File: src/rtl/regfile_pkg.sv
// Shared types and helpers for the multi-port register file and its dump engine.
// No logic; latency and backpressure are defined by the modules that import it.
package regfile_pkg;

    typedef enum logic [2:0] {
        IDLE = 3'd0,
        SCAN = 3'd1,
        IDX  = 3'd2,
        DATA = 3'd3,
        END  = 3'd4
    } dump_state_t;

    localparam logic [7:0] DUMP_END_BYTE = 8'hFF;

    function automatic int clog2(input int n);
        int r;
        r = 0;
        while ((1 << r) < n) r++;
        return r;
    endfunction

endpackage

File: src/rtl/dump_byte_serializer.sv
// Presents an index byte, then a word LSB-first, or a lone END byte, as a valid/ready byte stream.
// Load-to-valid latency 1 cycle; holds data and last stable while valid && !ready.
module dump_byte_serializer
    import regfile_pkg::*;
#(
    parameter int XLEN = 32
) (
    input  logic            clk,
    input  logic            reset,
    input  logic            load,
    input  logic            loadEnd,
    input  logic [7:0]      loadIdx,
    input  logic [XLEN-1:0] loadWord,
    output logic            outValid,
    input  logic            outReady,
    output logic [7:0]      outData,
    output logic            outLast,
    output logic            done
);

    localparam int NB = XLEN / 8;
    localparam int CW = (clog2(NB) < 1) ? 1 : clog2(NB);
    localparam logic [CW-1:0] LAST_CNT = CW'(NB - 1);

    logic            isEnd;
    logic            isIdx;
    logic [CW-1:0]   cnt;
    logic [7:0]      idxByte;
    logic [XLEN-1:0] word;
    logic            xfer;

    assign xfer     = outValid && outReady;
    assign outData  = isEnd ? DUMP_END_BYTE : (isIdx ? idxByte : word[7:0]);
    assign outLast  = isEnd;
    assign done     = xfer && !isIdx && (isEnd || cnt == LAST_CNT);

    // loadEnd may coincide with the final data transfer and must win over it.
    always_ff @(posedge clk or posedge reset) begin
        if (reset) begin
            outValid <= 1'b0;
            isEnd    <= 1'b0;
            isIdx    <= 1'b0;
            cnt      <= '0;
            idxByte  <= '0;
            word     <= '0;
        end else if (load) begin
            outValid <= 1'b1;
            isEnd    <= 1'b0;
            isIdx    <= 1'b1;
            cnt      <= '0;
            idxByte  <= loadIdx;
            word     <= loadWord;
        end else if (loadEnd) begin
            outValid <= 1'b1;
            isEnd    <= 1'b1;
            isIdx    <= 1'b0;
        end else if (xfer) begin
            if (isEnd) begin
                outValid <= 1'b0;
                isEnd    <= 1'b0;
            end else if (isIdx) begin
                isIdx <= 1'b0;
            end else begin
                word <= word >> 8;
                cnt  <= cnt + CW'(1);
                if (cnt == LAST_CNT) outValid <= 1'b0;
            end
        end
    end

endmodule

File: src/rtl/regfile_mp_dump.sv
// NRD-read/1-write flop register file (x0 hardwired) with dirty tracking and a byte-stream dump engine.
// Reads: 1 cycle, optional write-first bypass; dump: stalls on dump_ready, never stalls reads/writes.
module regfile_mp_dump
    import regfile_pkg::*;
#(
    parameter int XLEN   = 32,
    parameter int NREGS  = 32,
    parameter int NRD    = 2,
    parameter int BYPASS = 1,
    localparam int AW    = clog2(NREGS)
) (
    input  logic                  clk,
    input  logic                  reset,
    input  logic                  write,
    input  logic [AW-1:0]         wrAddr,
    input  logic [XLEN-1:0]       wrData,
    input  logic [NRD*AW-1:0]     rdAddr,
    output logic [NRD*XLEN-1:0]   rdData,
    output logic [NREGS*XLEN-1:0] regfilePort,
    input  logic                  dump_start,
    input  logic                  dump_dirty_only,
    output logic                  dump_busy,
    output logic                  dump_valid,
    input  logic                  dump_ready,
    output logic [7:0]            dump_data,
    output logic                  dump_last
);

    logic [NREGS-1:0][XLEN-1:0] regs;
    logic [NREGS-1:0]           dirty;
    logic                       wrEn;

    dump_state_t                state;
    logic [AW-1:0]              ptr;
    logic                       modeAll;
    logic                       ptrLast;
    logic                       selected;
    logic                       capture;
    logic                       loadEnd;
    logic                       serDone;
    logic                       xfer;

    assign wrEn        = write && (wrAddr != '0);
    assign regfilePort = regs;

    always_ff @(posedge clk or posedge reset) begin
        if (reset) begin
            regs <= '0;
        end else if (wrEn) begin
            regs[wrAddr] <= wrData;
        end
    end

    for (genvar p = 0; p < NRD; p++) begin : g_rd
        logic [AW-1:0]   addr;
        logic [XLEN-1:0] rdNext;
        logic [XLEN-1:0] rdQ;

        assign addr = rdAddr[p*AW +: AW];

        always_comb begin
            rdNext = regs[addr];
            if (addr == '0) begin
                rdNext = '0;
            end else if (BYPASS != 0 && wrEn && wrAddr == addr) begin
                rdNext = wrData;
            end
        end

        always_ff @(posedge clk or posedge reset) begin
            if (reset) rdQ <= '0;
            else       rdQ <= rdNext;
        end

        assign rdData[p*XLEN +: XLEN] = rdQ;
    end

    assign ptrLast  = (ptr == AW'(NREGS - 1));
    assign selected = modeAll || (dirty[ptr] && ptr != '0);
    assign capture  = (state == SCAN) && selected;
    assign xfer     = dump_valid && dump_ready;
    assign loadEnd  = ((state == SCAN) && !selected && ptrLast) ||
                      ((state == DATA) && serDone && ptrLast);
    assign dump_busy = (state != IDLE);

    // A write landing on the register being captured keeps it dirty: the write is assigned last.
    always_ff @(posedge clk or posedge reset) begin
        if (reset) begin
            dirty <= '0;
        end else begin
            if (capture) dirty[ptr]    <= 1'b0;
            if (wrEn)    dirty[wrAddr] <= 1'b1;
        end
    end

    always_ff @(posedge clk or posedge reset) begin
        if (reset) begin
            state   <= IDLE;
            ptr     <= '0;
            modeAll <= 1'b0;
        end else begin
            case (state)
                IDLE: begin
                    if (dump_start) begin
                        state   <= SCAN;
                        ptr     <= '0;
                        modeAll <= !dump_dirty_only;
                    end
                end
                SCAN: begin
                    if (selected)     state <= IDX;
                    else if (ptrLast) state <= END;
                    else              ptr   <= ptr + AW'(1);
                end
                IDX: begin
                    if (xfer) state <= DATA;
                end
                DATA: begin
                    if (serDone) begin
                        if (ptrLast) begin
                            state <= END;
                        end else begin
                            state <= SCAN;
                            ptr   <= ptr + AW'(1);
                        end
                    end
                end
                END: begin
                    if (xfer) state <= IDLE;
                end
                default: state <= IDLE;
            endcase
        end
    end

    // The captured word is the pre-write storage value, so writes never alter bytes in flight.
    dump_byte_serializer #(
        .XLEN(XLEN)
    ) u_ser (
        .clk      (clk),
        .reset    (reset),
        .load     (capture),
        .loadEnd  (loadEnd),
        .loadIdx  (8'(ptr)),
        .loadWord (regs[ptr]),
        .outValid (dump_valid),
        .outReady (dump_ready),
        .outData  (dump_data),
        .outLast  (dump_last),
        .done     (serDone)
    );

endmodule

File: config.mk
export PLATFORM = sky130hd
export DESIGN_NAME = regfile_mp_dump
export DESIGN_NICKNAME = d
export VERILOG_FILES = /design/src/rtl/regfile_pkg.sv /design/src/rtl/dump_byte_serializer.sv /design/src/rtl/regfile_mp_dump.sv
export SDC_FILE = /design/constraint.sdc
export NUM_CORES = 2
export LEC_CHECK = 0
export CORE_AREA = 3 3 452 454
export DETAILED_ROUTE_END_ITERATION = 12
export DIE_AREA = 0 0 455 457
export PLACE_DENSITY = 0.54
export SYNTH_ARGS = -nofsm -noshare
export SYNTH_HDL_FRONTEND = slang
export SYNTH_HIERARCHICAL = 1
export SYNTH_SLANG_ARGS = --single-unit
File: constraint.sdc
create_clock -name clk -period 47.5 [get_ports clk]
set_input_delay 9.5 -clock clk [delete_from_list [all_inputs] [get_ports clk]]
set_output_delay 9.5 -clock clk [all_outputs]
set_load 0.1 [all_outputs]
==> metrics.csv <==
metric,value,unit
crit_path_end,regfilePort[789],
detailed_router_s_first_iteration_violation_count,7185,
power.share.sequential,29.7,%
fin_hold_ws,449,ps
cellLeakagePower,35.6,nW
wire_per_inst,45.0,microns
finalWeightedCongestion,0.904,
die_w,455,microns
final-instance-count-excl-fill,8489,
power.internal,0.00248,W
status,completed,
grt_pass1_vias,54900,
mappedNetlistArea,68700,sq um
grt_pass1_wl,513000,microns
synth_top_cell_by_area,sky130_fd_sc_hd__dfrtp_1,
yosysMostFrequentCell,sky130_fd_sc_hd__dfrtp_1,
syn_inst,4844,
synth_seq_area_share,42.8,%
initial_util,34.3,%
core_region_area,200000,sq um
dp.final_hpwl,255000,microns
initial_antenna_violation_count,32,
detail_route.vias_per_cell,6.63,
overflow,0,
number_of_buffers_created_by_cts,145,
die_y,457,microns
timing.max_cap.violations,0,
worst_ir_drop_vdd,0.0396,mV
worst_r2r_path_depth,11,
grt_setup_unrepaired,false,
utilization,43.6,%
period_share,29.4,%
share_of_layout_cells_above_drive_strength_1,38.2,%
cts_hold_repair.buffers,0,
count_of_flip_flops_with_a_built_in_enable_after_synthesis,0,
ys_ff_latch,1174,
finalClockSkew,49.8,ps
power_density,57.5,nW/um^2
clock_buffer_depth,3,
groute.usage.overall,36.0,%
synth-main-ff-cell,sky130_fd_sc_hd__dfrtp_1,
ys_warn_count,6,
drt_first_pass_iters,7,
cts_resized,0,
worst_setup_path_start_kind,primary input,
wl,382000,microns
fmax,0.0716,GHz
end_kind,async pin,
dominant_cells_by_area_after_synthesis,"sky130_fd_sc_hd__dfrtp_1, sky130_fd_sc_hd__mux4_2, sky130_fd_sc_hd__mux2_2",
place_area,82300,sq um
path_clk_slew,60,ps
cts_tree,yes,
p_switching,0.00254,W
synth.cells.most_frequent,"sky130_fd_sc_hd__dfrtp_1, sky130_fd_sc_hd__mux2_2, sky130_fd_sc_hd__mux4_2",
route.antenna.remaining_nets,0,
grt_max_degree,147,
crit-reg2reg-capture,u_ser/word[5],
hold_class,reg2reg,
number_of_hold_slack_violations_in_the_final_timing_report,0,
cp_data_required_time,48330,ps
number_of_different_library_cells_in_the_post_synthesis_netlist,66,
worst_pin_slew,1400,ps
setup_tns,0,ps
crit-reg2reg-launch,ptr[1],
row_count,164,
worstPathArrival,14790,ps
portBuffers,1151,
crit_start,reset,
period_needed,13960,ps
area_growth_syn_to_layout,26.9,%
yosysTopAreaCellShare,42.8,%
clkSinkCount,1174,
regToRegSetupSlack,42410,ps
num-nets-final,5767,
crit_type,in2async,
syn-mean-instance-area,14.2,sq um
clockPowerShare,23.2,%
combPwrFrac,47.1,%
cts-htree-levels,4,
clock-root-buffer,sky130_fd_sc_hd__clkbuf_16,
maxSlewHeadroom,6.35,%
vias,56300,
cts.repair_timing.setup_buffer_count,0,
clock_latency,830,ps
finalMaxSlewViolations,0,
path_max_fanout,107,
die-area,208000,sq um
synth_async_sr_flop_share,100,%
switching_share,50.6,%
placed_cells,8217,
drt_drc_violations_left,0,
setup_viol,0,
postLayoutCellArea,87200,sq um
pin_count,1152,
[through the flow]
stage	setup WS, ps	total power (W)
floorplan	6210	0.00313
global placement	32610	0.00383
detailed placement	32500	0.00384
CTS	33400	0.00501
global route	32900	0.00513
finish	33540	0.00502
[worst max-delay path, cell delays in order]
cell                              delay [ps]
sky130_fd_sc_hd__clkdlybuf4s50_1         530
sky130_fd_sc_hd__inv_8                   640
sky130_fd_sc_hd__buf_4                   740
sky130_fd_sc_hd__buf_4                   840
sky130_fd_sc_hd__buf_4                   800
sky130_fd_sc_hd__buf_4                   730
sky130_fd_sc_hd__buf_4                   780
[cell usage in the layout (no fill, tap or decap), types with 12 or more instances in the layout]
master	netlist	layout
sky130_fd_sc_hd__a211oi_1	25	25
sky130_fd_sc_hd__a21o_1	13	13
sky130_fd_sc_hd__a21oi_1	110	110
sky130_fd_sc_hd__a221o_1	18	18
sky130_fd_sc_hd__a221oi_1	104	104
sky130_fd_sc_hd__a22oi_1	169	169
sky130_fd_sc_hd__a31oi_1	27	27
sky130_fd_sc_hd__and2_1	15	13
sky130_fd_sc_hd__and3_1	15	12
sky130_fd_sc_hd__buf_4	36	206
sky130_fd_sc_hd__clkbuf_1	339	24
sky130_fd_sc_hd__clkbuf_16	0	146
sky130_fd_sc_hd__clkbuf_8	0	29
sky130_fd_sc_hd__clkdlybuf4s50_1	0	1060
sky130_fd_sc_hd__clkinv_2	0	27
sky130_fd_sc_hd__dfrtp_1	1174	1172
sky130_fd_sc_hd__mux2_2	995	995
sky130_fd_sc_hd__mux2i_1	294	294
sky130_fd_sc_hd__mux4_2	699	699
sky130_fd_sc_hd__nand2_1	116	99
sky130_fd_sc_hd__nand2_4	0	17
sky130_fd_sc_hd__nand3_1	43	41
sky130_fd_sc_hd__nand4_1	35	35
sky130_fd_sc_hd__nor2_1	45	27
sky130_fd_sc_hd__nor2_4	0	18
sky130_fd_sc_hd__nor2b_1	44	41
sky130_fd_sc_hd__nor3_1	25	25
sky130_fd_sc_hd__o21ai_0	164	164
sky130_fd_sc_hd__o21ai_1	23	23
[metal layers]
| layer | GRT usage, % | up-vias | wire (microns) |
|---|---|---|---|
| li1 | - | 21000 | - |
| met1 | 46.5 | 30400 | 147000 |
| met2 | 53.5 | 3980 | 168000 |
| met3 | 9.93 | 973 | 38200 |
| met4 | 22.0 | 16 | 28800 |
| met5 | 0 | - | 141 |
[cell families after synthesis]
logic type,synth area share (%)
muxes,43.6
DFF,42.8
AOI/OAI and AO/OA,6.85
buffers and inverters,3.68
and+or+nand+nor,2.83
xor gates and xnor gates,0.140
adders and majority gates,0.109
other,0.00546
[cell type report]
type                    instances  area [sq um]
inverters                      12          66.3
repair buffers               1277         12300
flip-flops and latches       1174         29400
well taps                    2656          3320
clock inverters                62           763
fillers                     18400        113000
clock buffers                 199          4140
diodes                         11          27.5
multi-input cells            3098         37200
[flip-flops by register name, indices dropped and copies added (netlist names), 2 cells and up]
name	cells
g_rd.rdQ	64
regfilePort	1024
dirty	32
u_ser/cnt	2
u_ser/idxByte	8
ptr	5
u_ser/word	32
state	3
[worst min-delay path by stage]
stage | from | end | slack (ps) | cells after the start
after global routing | regfilePort[6] | regfilePort[6] | 470 | 0
after global placement | regfilePort[2] | regfilePort[2] | 440 | 0
final | regfilePort[1] | regfilePort[1] | 450 | 0
after detailed placement | regfilePort[20] | regfilePort[20] | 440 | 0
after CTS | regfilePort[1] | regfilePort[1] | 460 | 0
after floorplan | dirty[31] | dirty[31] | 440 | 1
[power groups by stage]
stage | clock [W] | sequential, W | combinational (W)
after CTS | 0.00118 | 0.00148 | 0.00236
after floorplan | 0 | 0.00265 | 0.000477
after detailed placement | 0 | 0.00149 | 0.00235
after global routing | 0.00122 | 0.00151 | 0.00241
after global placement | 0 | 0.00148 | 0.00235
final | 0.00116 | 0.00149 | 0.00236
Power figures use the tool's default switching activity.
